## config.mk

```make
export PLATFORM = sky130hd
export DESIGN_NAME = riscv_dcache
export DESIGN_NICKNAME = d
export VERILOG_FILES = /design/src/rtl/riscv_dcache.sv
export SDC_FILE = /design/constraint.sdc
export NUM_CORES = 2
export LEC_CHECK = 0
export CAP_MARGIN = 5
export CORE_UTILIZATION = 50
export CTS_BUF_LIST = sky130_fd_sc_hd__clkbuf_8
export DETAILED_ROUTE_END_ITERATION = 10
export HOLD_SLACK_MARGIN = 0.02
export MAX_ROUTING_LAYER = met4
export PLACE_DENSITY_LB_ADDON = 0.08
export SLEW_MARGIN = 20
export SYNTH_ARGS = -nofsm -noshare
export SYNTH_HDL_FRONTEND = slang
export SYNTH_SLANG_ARGS = --single-unit
```

## constraint.sdc

```tcl
create_clock -name clk -period 20.9 [get_ports clk]
set_input_delay 2.09 -clock clk [delete_from_list [all_inputs] [get_ports clk]]
set_output_delay 2.09 -clock clk [all_outputs]
set_load 0.03 [all_outputs]
```

## src/rtl/riscv_dcache.sv

```systemverilog
`default_nettype none
// ============================================================================
// Module   : riscv_dcache
// Brief    : Direct-mapped, one-word-per-line, write-through/no-allocate data
//            cache sitting between the LSU and a single-port backing memory.
// Revision : 1.0 - initial release
// ============================================================================
module riscv_dcache #(
   parameter int LINES      = 64,
   parameter int DATA_WIDTH = 32
) (
   input  logic                      clk,
   input  logic                      srst_n,
   input  logic                      read_req,
   input  logic [DATA_WIDTH/8-1:0]   write_req,
   input  logic [31:0]               addr,
   input  logic [DATA_WIDTH-1:0]     write_data,
   output logic                      dcache_busy,
   output logic                      read_ack,
   output logic                      write_ack,
   output logic                      rdata_val,
   output logic [DATA_WIDTH-1:0]     rdata,
   output logic                      mem_req,
   output logic                      mem_we,
   output logic [DATA_WIDTH/8-1:0]   mem_wstrb,
   output logic [31:0]               mem_addr,
   output logic [DATA_WIDTH-1:0]     mem_wdata,
   input  logic                      mem_ack,
   input  logic [DATA_WIDTH-1:0]     mem_rdata
);

   localparam int IDX_W = $clog2(LINES);
   localparam int TAG_W = 30 - IDX_W;
   localparam int NB    = DATA_WIDTH / 8;

   localparam logic [1:0] c_IDLE  = 2'd0;
   localparam logic [1:0] c_RFILL = 2'd1;
   localparam logic [1:0] c_WTHRU = 2'd2;

   logic [1:0]            r_state;
   logic [LINES-1:0]      r_valid;
   logic [TAG_W-1:0]      r_tag  [LINES];
   logic [DATA_WIDTH-1:0] r_data [LINES];

   logic                  r_rdata_val;
   logic [DATA_WIDTH-1:0] r_rdata;
   logic                  r_mem_req;
   logic                  r_mem_we;
   logic [NB-1:0]         r_mem_wstrb;
   logic [31:0]           r_mem_addr;
   logic [DATA_WIDTH-1:0] r_mem_wdata;

   logic [IDX_W-1:0]      w_idx;
   logic [TAG_W-1:0]      w_tag;
   logic [IDX_W-1:0]      w_fill_idx;
   logic [TAG_W-1:0]      w_fill_tag;
   logic                  w_hit;
   logic                  w_idle;
   logic                  w_rd_hit;
   logic                  w_rd_miss;
   logic                  w_wr_go;
   logic                  w_fill_done;
   logic                  w_wr_done;
   logic [DATA_WIDTH-1:0] w_merged;
   logic                  w_unused;

   assign w_idx       = addr[2 +: IDX_W];
   assign w_tag       = addr[31 -: TAG_W];
   // The outstanding fill target is recovered from the latched memory address.
   assign w_fill_idx  = r_mem_addr[2 +: IDX_W];
   assign w_fill_tag  = r_mem_addr[31 -: TAG_W];
   assign w_hit       = r_valid[w_idx] && (r_tag[w_idx] == w_tag);
   assign w_idle      = (r_state == c_IDLE);
   assign w_rd_hit    = w_idle && read_req && w_hit;
   assign w_rd_miss   = w_idle && read_req && !w_hit;
   assign w_wr_go     = w_idle && !read_req && (|write_req);
   assign w_fill_done = (r_state == c_RFILL) && mem_ack;
   assign w_wr_done   = (r_state == c_WTHRU) && mem_ack;
   assign w_unused    = ^addr[1:0];

   always_comb begin
      w_merged = r_data[w_idx];
      for (int b = 0; b < NB; b++) begin
         if (write_req[b]) begin
            w_merged[8*b +: 8] = write_data[8*b +: 8];
         end
      end
   end

   always_ff @(posedge clk) begin
      if (!srst_n) begin
         r_valid <= '0;
      end else if (w_fill_done) begin
         r_valid[w_fill_idx] <= 1'b1;
      end
   end

   // Tag/data arrays carry no reset; the valid bits alone qualify them.
   always_ff @(posedge clk) begin
      if (w_fill_done) begin
         r_tag[w_fill_idx]  <= w_fill_tag;
         r_data[w_fill_idx] <= mem_rdata;
      end else if (w_wr_go && w_hit) begin
         r_data[w_idx] <= w_merged;
      end
   end

   always_ff @(posedge clk) begin
      if (!srst_n) begin
         r_state     <= c_IDLE;
         r_rdata_val <= 1'b0;
         r_rdata     <= '0;
         r_mem_req   <= 1'b0;
         r_mem_we    <= 1'b0;
         r_mem_wstrb <= '0;
         r_mem_addr  <= '0;
         r_mem_wdata <= '0;
      end else begin
         r_rdata_val <= w_rd_hit;
         if (w_rd_hit) begin
            r_rdata <= r_data[w_idx];
         end
         case (r_state)
            c_IDLE: begin
               if (w_rd_miss) begin
                  r_state     <= c_RFILL;
                  r_mem_req   <= 1'b1;
                  r_mem_we    <= 1'b0;
                  r_mem_wstrb <= '0;
                  r_mem_addr  <= {addr[31:2], 2'b00};
                  r_mem_wdata <= '0;
               end else if (w_wr_go) begin
                  r_state     <= c_WTHRU;
                  r_mem_req   <= 1'b1;
                  r_mem_we    <= 1'b1;
                  r_mem_wstrb <= write_req;
                  r_mem_addr  <= {addr[31:2], 2'b00};
                  r_mem_wdata <= write_data;
               end
            end
            c_RFILL, c_WTHRU: begin
               if (mem_ack) begin
                  r_state     <= c_IDLE;
                  r_mem_req   <= 1'b0;
                  r_mem_we    <= 1'b0;
                  r_mem_wstrb <= '0;
                  r_mem_addr  <= '0;
                  r_mem_wdata <= '0;
               end
            end
            default: begin
               r_state <= c_IDLE;
            end
         endcase
      end
   end

   assign dcache_busy = !w_idle;
   assign read_ack    = w_rd_hit;
   assign write_ack   = w_wr_done;
   assign rdata_val   = r_rdata_val;
   assign rdata       = r_rdata;
   assign mem_req     = r_mem_req;
   assign mem_we      = r_mem_we;
   assign mem_wstrb   = r_mem_wstrb;
   assign mem_addr    = r_mem_addr;
   assign mem_wdata   = r_mem_wdata;

endmodule
`default_nettype wire

```

---- Yosys cells after proc, flatten, opt, wreduce, memory -nomap -nowiden ----
Memories as Yosys holds them, arrays and structs flattened.
Cells that the tools add are included.
storage, ports and cells
  register bits ........................... 169
  latch bits .............................. 0
  bits in writable memories ............... 3584
  ROM bits ................................ 0
  input bits .............................. 104
  output and inout port bits .............. 106
  logic and storage cells ................. 77
  memories ................................ 2
cells by class
  add/subtract/negate cells ............... 0
  $mul .................................... 0
  div/mod/pow operators ................... 0
  $lt $le $gt $ge ......................... 3
  equality and inequality tests ........... 5
  shift-type cells ........................ 0
  multiplexer cells ....................... 37
  bitwise operators ....................... 1
  reductions and logical operators ........ 20
memory list
  name    depth  width  read ports  clocked after Yosys merged registers in  write ports  RTL line  RTL
  r_data  64     32     1           0                                        1            43        logic [DATA_WIDTH-1:0] r_data [LINES];
  r_tag   64     24     1           0                                        1            42        logic [TAG_W-1:0] r_tag [LINES];
operators by type and width
  cell                                                                number
  two-way mux 32 bit                                                  6
  one-hot mux 32 bit (2 select lines)                                 2
  bitwise OR 64 bit                                                   1
  two-way mux 8 bit                                                   4
  OR reduction 32 bit                                                 1
  == test 24 bit                                                      1
  < comparator 6 x 7 -> 1 bit (second input constant)                 2
  two-way mux 1 bit                                                   12
  two-way mux 4 bit                                                   3
  logical AND 1 bit                                                   10
  one-hot mux 4 bit (2 select lines)                                  1
  binary-select mux 1 bit (select 6 bit)                              1
  demux 1 bit (select 6 bit)                                          1
  greater-or-equal comparator 6 x 1 -> 1 bit (second input constant)  1
  two-way mux 2 bit                                                   3
  two-way mux 6 bit                                                   1
  one-hot mux 1 bit (2 select lines)                                  2
  one-hot mux 2 bit (2 select lines)                                  1
  OR reduction 4 bit                                                  1
  logical NOT 1 bit                                                   3
  inequality test 3 x 1 -> 1 bit (second input constant)              1
  AND reduction 3 bit                                                 1
  == test 2 x 1 -> 1 bit (second input constant)                      1
  == test 2 bit (second input constant)                               1
  5 further kinds                                                     5

---- Depth between registers and ports, before layout ----
  depth in word-level cells ............... 9
  depth in mapped cells ................... 21
  depth with buffers taken out ............ 10

---- Worst setup path before layout ----
Ideal clock, no wire load.
  path type ............................... input to register
  from .................................... in addr[4]
  to ...................................... mem r_data[20][0], enable pin
  setup time .............................. 0.470 ns
  arrival time ............................ 7.809 ns
  data required time ...................... 20.430 ns
  path slack .............................. 12.621 ns
  cell stages on the path ................. 16
  buffers on the path ..................... 6
  path through ............................ buf_2 > buf_2 > inv_2 > buf_1 > clkbuf_1 > mux2i_1 > o22ai_1 > or4_1 > a221o_1 > o31ai_1 > o2111ai_2 > nor2_4 > nand3_2 > buf_4 > buf_6 > o31ai_1
on the way
  cells in the longest elaborated chain, start to end .. 9
  elaborated cells on any way between the ends .. 12
  classes of those cells .................. eq/ne (1); mux (7); reduce/logical (3); memory (1)
ends and longest elaborated chain
  item                                                                                 RTL line  RTL
  from (decl)                                                                          16        input logic [31:0] addr,
  memory read (64 x 24 bit) or binary-select mux 1 bit (select 6 bit) (tied branches)  -
  == test 24 bit or two-way mux 1 bit (tied branches)                                  72        assign w_hit = r_valid[w_idx] && (r_tag[w_idx] == w_tag);
  logical AND 1 bit                                                                    72
  logical AND 1 bit                                                                    103       end else if (w_wr_go && w_hit) begin
  two-way mux 1 bit                                                                    103
  two-way mux 1 bit                                                                    100       if (w_fill_done) begin
  two-way mux 1 bit (implied by the code)                                              104       r_data[w_idx] <= w_merged;
  OR reduction 32 bit (no source line)                                                 -
  two-way mux 6 bit (no source line) or two-way mux 1 bit (tied branches)              -
  to (decl)                                                                            43
Several ways; a longest one is shown, not always the timed one. The select of a mux whose other input is x is not followed.

---- Worst setup path in the final report ----
  from .................................... in addr[2]
  to ...................................... out read_ack
on the way
  cells in the longest elaborated chain, start to end .. 4
  elaborated cells on any way between the ends .. 6
  classes of those cells .................. eq/ne (1); mux (2); reduce/logical (2); memory (1)
ends and longest elaborated chain
  item                                                                                 RTL line  RTL
  memory read (64 x 24 bit) or binary-select mux 1 bit (select 6 bit) (tied branches)  -
  == test 24 bit or two-way mux 1 bit (tied branches)                                  72
  logical AND 1 bit *                                                                  72
  logical AND 1 bit *                                                                  74        assign w_rd_hit = w_idle && read_req && w_hit;
  to (decl)                                                                            19        output logic read_ack,
Mark *: on every way between the ends. The rest lies on a longest branch, timed or not. The select of a mux whose other input is x is not followed.

==> reports/results.ini <==
[critical_path]
timing.rr.end = r_data[56][22]$_DFFE_PP_
reg2regPathDepth = 12
timing.rr.start = r_tag[35][17]$_DFFE_PP_
path_class = in -> out
critPathLaunchType = primary input
cp-end-kind = output port
cp_data_required_time_ns = 18.81
slowest_stage = buf_4
r2r_slack_ns = 14.29
arrival_ns = 9.39
max_stage_delay_ns = 0.75
crit_path_frequent_cell = buf_4
crit_chain = buf_16, buf_4, buf_4, buf_4, mux4_2, mux2i_1, o32ai_1, nor4b_2, xnor2_1, nand2b_1, or4_1, nor4_2, and4_1, clkdlybuf4s50_1
cp_max_fo = 90

[synth]
avgSynthCellArea_um2 = 21.6
synth_seq_area_share_pct = 76.3
ys_warn_count = 0
synth_top_cell_by_area = edfxtp_1
ys_seq_elements = 3751
netlist_instances = 6723
synth_edf_count = 3584
ys.flop_type = edfxtp_1
synth.distinct_cells = 79
async_flop_share_pct = 0
synth_area_um2 = 145000
yosys.area.top_type_share_pct = 74.0
synth_common_cells = 3,584 x edfxtp_1, 913 x mux4_2, 375 x mux2i_1
synth_most_common_cell = edfxtp_1
ys_top_cells_by_area = edfxtp_1 74%, mux4_2 14%, mux2i_1 2.6%

[run]
cap_violations = 0

[detailed_routing]
firstDrtPassIters = 6
vias = 73700
first_iter_violations = 9087
drcViolationCount = 0
wl_per_cell_um = 34.3
vias_per_cell = 6.25
ant_nets = 0
routed_wl_um = 404000

[power_and_ir_drop]
ir_worst_vdd_mv = 0.0597
power_density_nw_per_um2 = 92.0
power_leakage_nw = 53.5

[sta]
final_max_slew_viol_count = 0
max_freq_mhz = 87.1
min_period_ns = 11.48
setup_viol = 0
hold_viol_final = 0
skew_ns = 0.0454
timing.setup.tns_ns = 0
rsz0062_at_grt = false
post-route-period-util_pct = 54.9
slew-limit-headroom_pct = 16.1
tightest_slew_ns = 1.25
layout_setup_ws_ns = 9.42

[hold_path]
hold_depth = 2
hold_start = mem_req$_SDFFE_PN0P_
hold_path.class = reg -> reg
worstHoldEndpoint = mem_req$_SDFFE_PN0P_

[die]
die_h_um = 541
die_x_um = 541
core_area_um2 = 289000
start_util_pct = 50.4
dieArea_um2 = 293000
rows = 197
ios = 210

[outcome]
status = finished, final reports clean

[cts]
path_clk_slew_ns = 0.06
cts_setup_buffers = 0
cts_max_level = 6
cts_resized = 0
cts_tree = built
clockBufferDepth = 4
numClockSinks = 3751
cts_root_buf = clkbuf_8
clk-insertion-delay-late_ns = 1.19
numCtsBuffers = 608
postCtsHoldBufs = 0

[global_route]
gr-total-overflow = 0
grt_pass1_vias = 74000
grt_max_degree = 107
antenna_found_initial = 34
grt_pass1_wl_um = 561000
track_usage_pct = 28.3

[place]
routabilityCongestion = 0.871
portBuffers = 205
hpwlAfterDp_um = 220000
place_ws_ns = 9.37

[finish]
drive_gt1_share_pct = 27.3
final_nets = 7516
area_delta_synth_final_pct = 13.0

[logic make-up (layout without fill, tap and decap cells)]
group / count (synthesis) / count (layout) / synth area share [%]
muxes: 1373 / 1373 / 17.4
xor gates and xnor gates: 18 / 18 / 0.108
other: 1 / 38 / 0.00258
and+or+nand+nor: 603 / 603 / 1.98
DFF: 3751 / 3751 / 76.3
adders and majority gates: 4 / 4 / 0.0344
AOI/OAI and AO/OA: 507 / 507 / 2.56
buffers and inverters: 466 / 1613 / 1.64
[state kept, by name, summed over array words and instances, names as in the netlist]
signal and cells:
r_valid 64, rdata_val 1, r_tag 1536, mem_we 1, mem_wstrb 4, r_data 2048
mem_addr 30, mem_req 1, rdata 32, r_state 2, mem_wdata 32
[worst max-delay path by stage]
stage / slack, ns / end / from / depth (start not counted)
after floorplan: 12.62 / r_data[20][0]$_DFFE_PP_ / addr[4] / 16
final: 9.42 / read_ack / addr[2] / 14
after global placement: 9.42 / read_ack / addr[2] / 14
after CTS: 9.38 / read_ack / addr[2] / 14
after detailed placement: 9.37 / read_ack / addr[2] / 14
after global routing: 9.22 / read_ack / addr[2] / 14
[layout make-up]
type	count	area [µm²]
Fill cell	21400	124000
Sequential cell	3751	111000
Multi-Input combinational cell	2507	33200
Clock buffer	639	8790
Tap cell	3880	4850
Timing Repair Buffer	469	4150
Clock inverter	434	1930
Inverter	71	278
Antenna cell	36	90.1
[worst max-delay path: cells and delay by family]
family / cells / cell delay (ns)
multiplexers: 2 / 0.98
AO/OA/AOI/OAI: 1 / 0.16
AND/OR/NAND/NOR: 5 / 2.35
XOR/XNOR: 1 / 0.20
buffers and inverters: 5 / 3.36
[report_power, final]
part,internal (mW),leakage (nW),switching (mW)
clock network,2.85,6.36,2.84
logic,0.343,13.3,0.690
registers,8.36,33.8,0.0340
[stage by stage]
step	power [mW]	hold slack, ns	util (%)	cell area [µm²]	cells
after CTS	15.2	0.465	56.9	164000	11800
final	15.1	0.462	56.9	164000	11800
after floorplan	9.13	0.435	-	145000	6724
after detailed placement	9.57	0.456	53.2	153000	10700
after global routing	15.6	0.492	56.9	164000	11800
after global placement	9.54	0.444	53.1	153000	10700
[layer usage]
metal / global-route usage [%] / vias to the layer above / part of all wire [%]
met5: - / - / 0
met4: 7.94 / 0 / 2.8
met3: 5.90 / 602 / 9.1
met2: 41.9 / 3375 / 47
met1: 40.3 / 40000 / 42
li1: - / 29700 / -
[placed cells by master (no fill, tap or decap), drive strengths merged, types with 20 or more instances in the layout]
cell           Yosys  layout
diode              0      36
a21oi             94      94
mux2              85      85
o31ai             62      62
dfxtp            167     167
clkinv             1     149
inv               70     333
mux4             913     913
nand2            180     180
nand3             92      92
a32o              38      38
clkbuf           200     639
nor2             165     165
a22oi            147     147
mux2i            375     375
edfxtp          3584    3584
nor3              23      23
nand3b            23      23
buf              195     271
clkdlybuf4s50      0     198
o22ai             36      36
clkinvlp           0      20
a21bo             33      33
(Power assumes the default switching activity.)
